File: config.mk
export PLATFORM = sky130hd
export DESIGN_NAME = mem_port_arbiter
export DESIGN_NICKNAME = d
export VERILOG_FILES = /design/src/rtl/mem_port_arbiter.sv
export SDC_FILE = /design/constraint.sdc
export NUM_CORES = 1
export LEC_CHECK = 0
export CELL_PAD_IN_SITES_DETAIL_PLACEMENT = 1
export CELL_PAD_IN_SITES_GLOBAL_PLACEMENT = 2
export CORE_MARGIN = 2
export CORE_UTILIZATION = 25
export CTS_CLUSTER_SIZE = 16
export DETAILED_ROUTE_END_ITERATION = 12
export HOLD_SLACK_MARGIN = 0.08
export PLACE_DENSITY_LB_ADDON = 0.1
export SLEW_MARGIN = 0
export SYNTH_ARGS = -nofsm -noshare
export SYNTH_HDL_FRONTEND = slang
export SYNTH_SLANG_ARGS = --single-unit
File: constraint.sdc
create_clock -name CLK -period 3.5 [get_ports CLK]
set_input_delay 0.7 -clock CLK [delete_from_list [all_inputs] [get_ports CLK]]
set_output_delay 0.7 -clock CLK [all_outputs]
set_load 0.05 [all_outputs]
File: src/rtl/mem_port_arbiter.sv
// Round-robin arbiter sharing one single-ported memory between
// the instruction-fetch port and the data-memory port.
module mem_port_arbiter #(
  parameter logic [3:0] IFETCH_READ_CODE = 4'b1010,
  parameter int         ADDR_WIDTH       = 32
) (
  input  logic                  CLK,
  input  logic                  RESET,
  input  logic                  INSTR_MEM_READ,
  input  logic [ADDR_WIDTH-1:0] INSTR_MEM_ADDR,
  output logic [31:0]           INSTR_MEM_READ_DATA,
  output logic                  INSTR_MEM_BUSYWAIT,
  input  logic [3:0]            DATA_MEM_READ,
  input  logic [2:0]            DATA_MEM_WRITE,
  input  logic [ADDR_WIDTH-1:0] DATA_MEM_ADDR,
  input  logic [31:0]           DATA_MEM_WRITE_DATA,
  output logic [31:0]           DATA_MEM_READ_DATA,
  output logic                  DATA_MEM_BUSYWAIT,
  output logic [3:0]            MAIN_MEM_READ,
  output logic [2:0]            MAIN_MEM_WRITE,
  output logic [ADDR_WIDTH-1:0] MAIN_MEM_ADDR,
  output logic [31:0]           MAIN_MEM_WRITE_DATA,
  input  logic [31:0]           MAIN_MEM_READ_DATA,
  input  logic                  MAIN_MEM_BUSYWAIT
);

  localparam logic [1:0] IDLE    = 2'd0;
  localparam logic [1:0] ACCESS  = 2'd1;
  localparam logic [1:0] RELEASE = 2'd2;

  localparam logic GRANT_I = 1'b0;
  localparam logic GRANT_D = 1'b1;

  logic [1:0]            state;
  logic                  grant;
  logic                  last_grant;
  logic [ADDR_WIDTH-1:0] lat_addr;
  logic [31:0]           lat_wdata;
  logic [3:0]            lat_read;
  logic [2:0]            lat_write;
  logic [31:0]           instr_rdata;
  logic [31:0]           data_rdata;

  logic i_pend;
  logic d_pend;
  logic d_wr;
  logic pick_d;
  logic in_access;
  logic in_release;

  assign i_pend = INSTR_MEM_READ;
  assign d_wr   = DATA_MEM_WRITE[2];
  assign d_pend = DATA_MEM_READ[3] | d_wr;
  // On a tie the port that was not served last wins.
  assign pick_d = d_pend & (~i_pend | (last_grant == GRANT_I));

  always_ff @(posedge CLK) begin
    if (RESET) begin
      state       <= IDLE;
      grant       <= GRANT_I;
      last_grant  <= GRANT_I;
      lat_addr    <= '0;
      lat_wdata   <= '0;
      lat_read    <= '0;
      lat_write   <= '0;
      instr_rdata <= '0;
      data_rdata  <= '0;
    end else begin
      unique case (state)
        IDLE: begin
          if (i_pend | d_pend) begin
            grant <= pick_d;
            state <= ACCESS;
            if (pick_d) begin
              lat_addr  <= DATA_MEM_ADDR;
              lat_wdata <= DATA_MEM_WRITE_DATA;
              lat_read  <= d_wr ? 4'b0 : DATA_MEM_READ;
              lat_write <= d_wr ? DATA_MEM_WRITE : 3'b0;
            end else begin
              lat_addr  <= INSTR_MEM_ADDR;
              lat_wdata <= '0;
              lat_read  <= IFETCH_READ_CODE;
              lat_write <= '0;
            end
          end
        end
        ACCESS: begin
          if (!MAIN_MEM_BUSYWAIT) begin
            if (lat_read[3]) begin
              if (grant == GRANT_D) data_rdata <= MAIN_MEM_READ_DATA;
              else instr_rdata <= MAIN_MEM_READ_DATA;
            end
            last_grant <= grant;
            state      <= RELEASE;
          end
        end
        RELEASE: state <= IDLE;
        default: state <= IDLE;
      endcase
    end
  end

  assign in_access  = (state == ACCESS);
  assign in_release = (state == RELEASE);

  assign MAIN_MEM_READ       = in_access ? lat_read : 4'b0;
  assign MAIN_MEM_WRITE      = in_access ? lat_write : 3'b0;
  assign MAIN_MEM_ADDR       = lat_addr;
  assign MAIN_MEM_WRITE_DATA = lat_wdata;

  assign INSTR_MEM_READ_DATA = instr_rdata;
  assign DATA_MEM_READ_DATA  = data_rdata;

  assign INSTR_MEM_BUSYWAIT = ~RESET & i_pend
                            & ~(in_release & (grant == GRANT_I));
  assign DATA_MEM_BUSYWAIT  = ~RESET & d_pend
                            & ~(in_release & (grant == GRANT_D));

endmodule

Yosys cells after proc, flatten, opt, wreduce, memory -nomap -nowiden
Index checks and enable logic that the tools add are counted.

word-level totals
  register bits = 139
  bits in latches = 0
  bits in writable memories = 0
  memory bits (read-only) = 0
  bits of input ports = 139
  word-level logic and storage cells = 47
  memories kept = 0

operators by class
  add/subtract/negate cells = 0
  multiply operators = 0
  div/mod/pow operators = 0
  order comparisons = 0
  equal/unequal tests = 4
  shifts and indexed selects = 0
  mux-type cells = 11
  bitwise gates (word level) = 17
  reduce and logical (&&, ||, !) cells = 6

operators by type and width
  kind                  count
  $mux W32              2
  $mux W4               3
  $mux W3               3
  $reduce_and A4 Y1     2
  $and A1 B1 Y1         7
  $not A1 Y1            7
  $reduce_and A2 Y1     3
  $mux W2               2
  $ne A2 B2 Y1 const B  2
  $pmux W2 S2           1
  $or A1 B1 Y1          3
  $eq A2 B1 Y1 const B  1
  $eq A2 B2 Y1 const B  1
  $logic_not A2 Y1      1

Logic depth before layout (Yosys ltp)
  word-level depth = 4
  gate-level depth with buffers = 6

Worst setup path before layout
OpenSTA, ideal clock, no wires.

  kind = in2out
  from = input RESET
  to = output INSTR_MEM_BUSYWAIT
  arrival time = 2.430 ns
  data required time = 2.800 ns
  path slack = 0.370 ns
  cell stages on the path = 4
  path buffers = 3
  path through = clkbuf_1 > clkbuf_1 > clkbuf_1 > nor3b_1

on the way
  cells in the longest elaborated chain, start to end = 3

ends and longest elaborated chain
  what             RTL line  RTL
  start, declared  8         input logic RESET,
  $not A1 Y1       114       assign INSTR_MEM_BUSYWAIT = ~RESET & i_pend
  $and A1 B1 Y1    114
  $and A1 B1 Y1    115       & ~(in_release & (grant == GRANT_I));
  end, declared    12        output logic INSTR_MEM_BUSYWAIT,

Every way passes these cells.

Final worst setup path
  from = register state[0]
  to = output MAIN_MEM_READ[2]

on the way
  cells in the longest elaborated chain, start to end = 2

ends and longest elaborated chain
  what                    RTL line  RTL
  start, declared         34        logic [1:0] state;
  start signal, assigned  59        state <= IDLE;
  start signal, assigned  73        state <= ACCESS;
  start signal, assigned  94        state <= RELEASE;
  $eq A2 B1 Y1            103       assign in_access = (state == ACCESS);
  $mux W4                 106       assign MAIN_MEM_READ = in_access ? lat_read : 4'b0;
  end, declared           19        output logic [3:0] MAIN_MEM_READ,

Every way passes these cells.

==> metrics.md <==
| Metric | Value |
|---|---|
| Reg-to-reg critical path startpoint | state[1]$_SDFFE_PP0P_ |
| Total track usage | around 17% |
| HP Start | INSTR_MEM_READ_DATA[6]$_SDFFE_PP0P_ |
| Syn nets | between 700 and 800 |
| Post-CTS Resized | 0 |
| RSZ-0062 raised after global routing | no |
| Synth cell count leaders | dfxtp_1 (139), nand2b_1 (97), a21oi_1 (72), nand2_1 (66), mux2i_1 (65) |
| VDD IR-drop max | 0.000238 V |
| PD cells | around 490 mW/mm2 |
| Register Area | between 0.002 and 0.003 mm2 |
| Avg Inst Size Synth | slightly above 9 um2 |
| Worst hold path type | reg2reg |
| Clock slew at reported path FFs | around 0.060 ns |
| Vias in the first global route | around 6100 |
| Setup-failing EPs final | 0 |
| WP data arrival | between 2 and 3 ns |
| Switch share | 30.4% |
| WP data required | 2.80 ns |
| Final hold violation count | 0 |
| Sink Count | ~140 |
| Ports | 276 |
| CP Cell Sequence | nor2b_1 > and2_1 > clkdlybuf4s50_1 |
| CP startpoint | state[0]$_SDFFE_PP0P_ |
| Worst skew pair latency | ~0.42 ns |
| Clock group share of total power | ~40% |
| Critical path type | reg2out |
| Gr ovfl total | 0 |
| Root Buffer | clkbuf_16 |
| Pleak | between 3 and 4 nW |
| CTS tree | built |
| Post-Synthesis Cells | 635 |
| CP Launch Type | flip-flop |
| Fillers | 2556 |
| Outcome | complete, no violations |
| Die area | between 0.02 and 0.025 mm2 |
| Pint | around 3.2 mW |
| Clk buf depth | 2 |
| DIE HEIGHT | around 160 um |
| Final #Nets | 1023 |
| Post-Layout Cell Count | around 1200 |
| Final hold slack | 0.473 ns |
| P_sw | approximately 1.4 mW |
| Register area share after synthesis | a little under half |
| CP Capture Type | output port |
| Vias per inst | around 4.7 |
| Placed inst area | about 0.009 mm2 |
| Combinational share of power | between 20 and 25% |
| Initial antenna violation count | 0 |
| Wire per inst | about 18 um |
| Tcrit/Tclk final | between 90% and 100% |
| RePlAce Congestion | between 0.7 and 0.8 |
| Yosys cell types | 32 |
| Design Area, Final | between 0.009 and 0.01 mm2 |
| Layout cells sized above 1 | 6.35% |
| Core Footprint | ~0.023 mm2 |
| Drt pass-1 iters | 4 |
| Cell row count | 55 |
| Seq pwr share | ~38% |
| Post-CTS Hold Fix Bufs | 0 |
| Top cell type's share of synthesized area | between 40% and 50% |
| Slew margin rel. | between 40% and 50% |
| H-Tree Depth | 4 |
| Routed WL | ~22000 um |
| Min Tclk post-route | approximately 3.3 ns |
| Initial Util | between 20% and 30% |
| Max Cap Viol | 0 |
| Post-route ant nets | 0 |
| Total negative slack | 0 ns |
| Number of diodes | 0 |
| Post-layout util | around 41% |
| Post-DP HPWL | around 15000 um |
| Delay-heaviest family, CP | simple AND/OR/NAND/NOR gates |
| Worst slew pin tran | 0.829 ns |
| CP Buf/Inv Count | 1 |
| Synth area leader | dfxtp_1 |
| Worst setup margin | around 0.16 ns |
| # port buffers | between 200 and 300 |
| First-pass GRT wire length | around 33000 um |
| Pin count of the biggest net entering global routing | 143 |
| DRC marker count from the first detailed-route iteration | between 150 and 200 |
| Area grow syn2layout | 61.8% |
| CP max stage cell | clkdlybuf4s50_1 |
| Crit Path Max Fanout | 8 |
| Seq cells post-synth | 139 |
| Count leader, synth | dfxtp_1 |
| Fraction of registers with async set/reset | 0% |
| Worst slack, placed | about 0.46 ns |
| Yosys warns | 0 |
| Die X-Extent | ~160 um |
| Post-synth EDFFs | 0 |
| Mapped Area | a little under 0.006 mm2 |
| Worst Clk Skew | between 0.01 and 0.015 ns |
| Multi-input gate area | 0.00279 mm2 |
| Total CTS buffers | 17 |
| Slowest cell delay on critical path | 0.82 ns |
| Fin. max-slew vios | 0 |
| Vias | between 5000 and 6000 |
| Power after layout | approximately 4.6 mW |
| Top FF cell, synth | dfxtp_1 |
| DP Cell Count | roughly 1200 |
| Post-CTS Setup Bufs | 0 |
| Max Clock Freq | approximately 300 MHz |
| DRC | 0 |
| Area contributors post-synth | dfxtp_1 (48%), mux2i_1 (11%), nand2b_1 (10%), a21oi_1 (6.2%), a311oi_1 (5.1%) |
## layout make-up
class                   instances  share of cell area, %
multi-input cells             436                   29.6
flip-flops and latches        139                   29.5
repair buffers                289                   30.4
inverters                       1                 0.0397
well taps                     313                   4.15
clock inverters                13                   1.76
clock buffers                  19                   4.58
## registers in the layout, summed over array words and instances, names as in the netlist
name and flops:
DATA_MEM_READ_DATA 32, INSTR_MEM_READ_DATA 32, MAIN_MEM_ADDR 32, MAIN_MEM_WRITE_DATA 32, lat_read 4, lat_write 3
state 2, grant 1, last_grant 1
## worst reg2reg max path, delay by kind of cell (launching register included)
kind / cells / cell delay (ns)
and+or+nand+nor: 2 / 1.38
DFF: 1 / 0.41
AOI/OAI and AO/OA: 1 / 0.24
## power groups by stage
stage	Clock (mW)	Sequential (mW)	Combinational (mW)
2_1_floorplan	0	2.05	0.304
3_3_place_gp	0	1.76	1.01
3_5_place_dp	0	1.77	1.02
4_1_cts	1.91	1.74	1.03
5_1_grt	2.00	1.75	1.08
6_report	1.86	1.73	1.02
## routing by layer
| layer | GRT usage (%) | up-vias | share of wire [%] |
|---|---|---|---|
| li1 | - | 2707 | - |
| met1 | 20.9 | 2742 | 43 |
| met2 | 30.1 | 173 | 49 |
| met3 | 4.76 | 19 | 6.0 |
| met4 | 5.90 | 0 | 1.5 |
| met5 | 0 | - | 0 |
## placed cells by master, fill, tap and decap left out, drive strengths merged, types with 17 or more instances in the layout
| cell type | n |
|---|---|
| mux2i | 65 |
| nand3 | 35 |
| clkdlybuf4s50 | 272 |
| buf | 17 |
| nand2 | 66 |
| a21oi | 72 |
| clkbuf | 19 |
| dfxtp | 139 |
| o21ai | 38 |
| a311oi | 34 |
| nand2b | 97 |
## path summary, 6_finish.rpt
kind / endpoint / slack [ns] / depth (start not counted)
worst max-delay path: MAIN_MEM_READ[2] / 0.16 / 3
worst max register to register: MAIN_MEM_ADDR[20]$_SDFFE_PP0P_ / 1.29 / 3
worst min-delay path: INSTR_MEM_READ_DATA[6]$_SDFFE_PP0P_ / 0.47 / 2
worst min register to register: INSTR_MEM_READ_DATA[6]$_SDFFE_PP0P_ / 0.47 / 2
## cells by family (layout without fill, tap and decap cells)
family,Yosys count,count (layout),synth area share [%]
simple gates,222,222,20.7
flops,139,139,47.7
buf+inv,60,322,5.04
compound gates,149,149,15.5
mux,65,65,11.1
No activity file was read; power rests on OpenSTA's default activity.
